## config.mk

```make
export PLATFORM = sky130hd
export DESIGN_NAME = bus_serializer
export DESIGN_NICKNAME = d
export VERILOG_FILES = /design/src/rtl/bus_serializer.sv
export SDC_FILE = /design/constraint.sdc
export NUM_CORES = 1
export LEC_CHECK = 0
export ABC_CLOCK_PERIOD_IN_PS = 1450
export CELL_PAD_IN_SITES_DETAIL_PLACEMENT = 1
export CELL_PAD_IN_SITES_GLOBAL_PLACEMENT = 2
export CORE_MARGIN = 4
export CORE_UTILIZATION = 31
export DETAILED_ROUTE_END_ITERATION = 6
export GPL_TIMING_DRIVEN = 0
export PLACE_DENSITY_LB_ADDON = 0.1
export REMOVE_ABC_BUFFERS = 1
export SETUP_SLACK_MARGIN = 0.1
export SYNTH_ARGS = -nofsm -noshare
export SYNTH_HDL_FRONTEND = slang
export SYNTH_SLANG_ARGS = --single-unit
```

## constraint.sdc

```tcl
create_clock -name clk -period 1.45 [get_ports clk]
set_input_delay 0.29 -clock clk [delete_from_list [all_inputs] [get_ports clk]]
set_output_delay 0.29 -clock clk [all_outputs]
set_load 0.005 [all_outputs]
```

## src/rtl/bus_serializer.sv

```systemverilog
// rtl/bus_serializer.sv - framed serial transmitter: start, data LSB first, optional even parity, stop
module bus_serializer #(
    parameter int WIDTH     = 4,
    parameter int CLK_DIV   = 4,
    parameter int PARITY_EN = 1
) (
    input  logic             clk,
    input  logic             rst,
    input  logic [WIDTH-1:0] din,
    input  logic             din_valid,
    output logic             din_ready,
    output logic             tx,
    output logic             busy
);
    localparam int DIV_W = (CLK_DIV > 1) ? $clog2(CLK_DIV) : 1;
    localparam int BIT_W = (WIDTH > 1) ? $clog2(WIDTH) : 1;

    typedef enum logic [2:0] {
        IDLE,
        START,
        DATA,
        PARITY,
        STOP
    } state_t;

    state_t             state_q;
    logic [DIV_W-1:0]   div_q;
    logic [BIT_W-1:0]   bit_q;
    logic [WIDTH-1:0]   shift_q;
    logic               parity_q;
    logic               tx_q;
    logic               busy_q;

    logic               bit_end;
    logic [WIDTH-1:0]   shifted;

    assign bit_end   = (div_q == DIV_W'(CLK_DIV - 1));
    assign shifted   = shift_q >> 1;
    assign din_ready = (state_q == IDLE);
    assign tx        = tx_q;
    assign busy      = busy_q;

    // tx is loaded one state ahead so the line changes on the same edge the state does
    always_ff @(posedge clk or posedge rst) begin
        if (rst) begin
            state_q  <= IDLE;
            div_q    <= '0;
            bit_q    <= '0;
            shift_q  <= '0;
            parity_q <= 1'b0;
            tx_q     <= 1'b1;
            busy_q   <= 1'b0;
        end else if (state_q == IDLE) begin
            if (din_valid) begin
                state_q  <= START;
                shift_q  <= din;
                parity_q <= ^din;
                div_q    <= '0;
                bit_q    <= '0;
                tx_q     <= 1'b0;
                busy_q   <= 1'b1;
            end
        end else if (!bit_end) begin
            div_q <= div_q + DIV_W'(1);
        end else begin
            div_q <= '0;
            case (state_q)
                START: begin
                    state_q <= DATA;
                    tx_q    <= shift_q[0];
                end
                DATA: begin
                    if (bit_q == BIT_W'(WIDTH - 1)) begin
                        if (PARITY_EN != 0) begin
                            state_q <= PARITY;
                            tx_q    <= parity_q;
                        end else begin
                            state_q <= STOP;
                            tx_q    <= 1'b1;
                        end
                    end else begin
                        bit_q   <= bit_q + BIT_W'(1);
                        shift_q <= shifted;
                        tx_q    <= shifted[0];
                    end
                end
                PARITY: begin
                    state_q <= STOP;
                    tx_q    <= 1'b1;
                end
                STOP: begin
                    state_q <= IDLE;
                    tx_q    <= 1'b1;
                    busy_q  <= 1'b0;
                end
                default: begin
                    state_q <= IDLE;
                    tx_q    <= 1'b1;
                    busy_q  <= 1'b0;
                end
            endcase
        end
    end
endmodule

```

==> results.sh <==
export IMPL_dp_cells=106
export IMPL_cts_sinks=14
export IMPL_cts_htree_levels=1
export IMPL_wire_per_inst_um=16.3
export IMPL_finalSetupViolCount=5
export IMPL_syn_area_per_cell_um2=11.1
export IMPL_place_congestion=0.622
export IMPL_reg2regPathDepth=4
export IMPL_die_y_um=58.5
export IMPL_n_antenna_cell=0
export IMPL_clkTransAtPathRegs_ns=0.10
export IMPL_overflow=0
export IMPL_synth_xor_area_share_pct=3.32
export IMPL_fin_cells=125
export IMPL_final_max_slew_viol_count=0
export IMPL_relSlewSlack_pct=61.9
export IMPL_cts_tree="built"
export IMPL_ant_nets=0
export IMPL_min_period_ns=1.50
export IMPL_finClkSkew_ns=0.0145
export IMPL_rows=18
export IMPL_syn_inst=71
export IMPL_status="finished, violations left"
export IMPL_final_hold_violation_count=0
export IMPL_min_path_type="input pin to async pin"
export IMPL_rsz0062_at_grt="yes"
export IMPL_synth_area_mux_share_pct=13.8
export IMPL_drive_gt1_share_pct=43.2
export IMPL_fmax_mhz=667
export IMPL_synth_simple_area_share_pct=13.8
export IMPL_ys_seq_elements=14
export IMPL_hpwl_um=1080
export IMPL_end_kind="flip-flop"
export IMPL_leakage_nw=0.484
export IMPL_remaining_drc_errors=0
export IMPL_post_route_util_pct=44.9
export IMPL_io_buffer_count=9
export IMPL_cts_hold_buffers=0
export IMPL_powerDensity_nw_per_um2=2230
export IMPL_critical_path_class="flip-flop to flip-flop"
export IMPL_synth_top_family_by_area="compound AO/OA/AOI/OAI gates"
export IMPL_drt_iter0_drc=8
export IMPL_firstDrtPassIters=3
export IMPL_grt_max_degree=15
export IMPL_yosysSeqAreaShare_pct=44.5
export IMPL_synthAdderAreaFrac_pct=3.16
export IMPL_whs_ns=0.352
export IMPL_vias_per_cell=4.98
export IMPL_worst_pin_slew_ns=0.571
export IMPL_layout_nets=105
export IMPL_r2r_start="state_q[1]$_DFFE_PP0P_"
export IMPL_ff2ff_setup_slack_ns=-0.05
export IMPL_synth_compound_area_share_pct=14.4
export IMPL_worstPathRequired_ns=1.62
export IMPL_ios=10
export IMPL_initial_core_util_pct=32.2
export IMPL_clockBufferDepth=2
export IMPL_chipWidth_um=58.5
export IMPL_vdd_drop_max_v=0.00102
export IMPL_setup_tns_ns=-0.224
export IMPL_max_cap_violations=0
export IMPL_die_area_um2=3420
export IMPL_timing_final_crit_share_pct=103
export IMPL_wl_um=2040
export IMPL_yosysWarnings=0
export IMPL_critPathMaxFanout=6
export IMPL_violations="setup timing"
export IMPL_ys_types=29
export IMPL_cts_buffers=3
export IMPL_root_buffer="clkbuf_4"
export IMPL_grt_pass1_vias=640
export IMPL_worst_slack_ns=-0.0490
export IMPL_core_um2=2450
export IMPL_arrival_ns=1.67
export IMPL_mostFrequentLayoutCell="dfrtp_1"
export IMPL_syn_to_final_growth_pct=39.4
export IMPL_netlist_area_um2=791
export IMPL_cp_start_kind="flip-flop"
export IMPL_grt_pass1_wl_um=3130
export IMPL_antenna_found_initial=0
export IMPL_clk_latency_ns=0.29
export IMPL_grtUsageTotal_pct=12.6
export IMPL_worstReg2RegEnd="shift_q[1]$_DFFE_PP0P_"
export IMPL_most_common_layout_cells="dfrtp_1, buf_4, mux2_4"
export IMPL_num_vias=623
flip-flops by register name (all words and copies together), names as in the netlist:
signal,flops
busy,1
div_q,2
bit_q,2
parity_q,1
tx,1
state_q,3
shift_q,4
logic make-up (layout without fill, tap and decap cells):
kind of cell	Yosys count	in the layout
adder cells (fa/ha/maj)	2	2
flip-flops	14	14
AND/OR/NAND/NOR	16	16
XOR/XNOR	3	3
AO/OA/AOI/OAI	17	17
multiplexers	10	10
buffers and inverters	9	33
synthesized netlist by cell type:
| master | count | share of area [%] |
|---|---|---|
| a2111oi_0 | 1 | 1.1 |
| a211o_2 | 1 | 1.3 |
| a21oi_1 | 3 | 1.9 |
| a22o_2 | 1 | 1.3 |
| a31oi_1 | 1 | 0.79 |
| and2b_2 | 1 | 1.1 |
| and3_1 | 1 | 0.79 |
| and3b_1 | 1 | 1.1 |
| buf_4 | 2 | 1.9 |
| buf_6 | 2 | 2.8 |
| dfrtp_1 | 13 | 41 |
| dfstp_2 | 1 | 3.3 |
| ha_1 | 2 | 3.2 |
| inv_1 | 5 | 2.4 |
| mux2_2 | 7 | 10 |
| mux2i_1 | 3 | 3.8 |
| nand2_1 | 4 | 1.9 |
| nand2b_1 | 1 | 0.79 |
| nand3b_1 | 2 | 1.9 |
| nor2_1 | 1 | 0.47 |
| nor2b_1 | 3 | 2.4 |
| nor3_4 | 1 | 2.1 |
| o21a_2 | 1 | 1.1 |
| o21ai_0 | 5 | 3.2 |
| o22ai_1 | 1 | 0.79 |
| o2bb2ai_1 | 1 | 1.1 |
| o31ai_1 | 2 | 1.9 |
| or4b_1 | 1 | 1.3 |
| xnor2_1 | 3 | 3.3 |
metal layers:
| layer | up-vias | wire [um] | GRT usage [%] |
|---|---|---|---|
| met3 | 2 | 56 | 4.61 |
| met4 | 0 | 18 | 1.99 |
| met5 | - | 0 | 0 |
| met1 | 314 | 889 | 15.3 |
| li1 | 300 | - | - |
| met2 | 7 | 1070 | 21.7 |
power breakdown:
part | switching [mW] | internal (mW)
combinational | 0.588 | 0.832
sequential | 0.154 | 0.588
clock | 0.140 | 0.153
what timing repair did:
action                                  in CTS  in global routing
endpoints found under the setup margin      15                 13
pin swaps                                    3                  6
setup buffers                                9                  6
resized for setup                           22                 10
critical path, cell delays in order (launching register included):
cell	delay [ns]
dfrtp_2	0.44
nor3_4	0.21
buf_6	0.17
mux2_4	0.31
mux2_4	0.25
worst max-delay path by stage:
stage	startpoint	endpoint	slack [ns]	cells past startpoint
after floorplan	state_q[1]$_DFFE_PP0P_	shift_q[0]$_DFFE_PP0P_	-0.20	3
after global placement	state_q[1]$_DFFE_PP0P_	din_ready	-0.54	2
after detailed placement	state_q[1]$_DFFE_PP0P_	din_ready	-0.56	2
after CTS	state_q[2]$_DFFE_PP0P_	shift_q[2]$_DFFE_PP0P_	-0.11	4
after global routing	state_q[1]$_DFFE_PP0P_	din_ready	-0.09	3
final	state_q[1]$_DFFE_PP0P_	shift_q[1]$_DFFE_PP0P_	-0.05	4
per-stage QoR:
step,worst slack [ns],instance area [um2],total power [mW]
global route,-0.0914,1100,2.67
CTS,-0.113,1030,2.25
global placement,-0.541,881,1.58
floorplan,-0.199,753,1.34
detailed placement,-0.559,881,1.60
finish,-0.0490,1100,2.45
area by class of cell:
| cell class | count | area (um2) |
|---|---|---|
| Clock buffer | 4 | 36.3 |
| Inverter | 5 | 18.8 |
| Sequential cell | 14 | 355 |
| Multi-Input combinational cell | 48 | 448 |
| Timing Repair Buffer | 24 | 206 |
| Tap cell | 30 | 37.5 |
| Fill cell | 277 | 1350 |
Power figures use the tool's default switching activity.
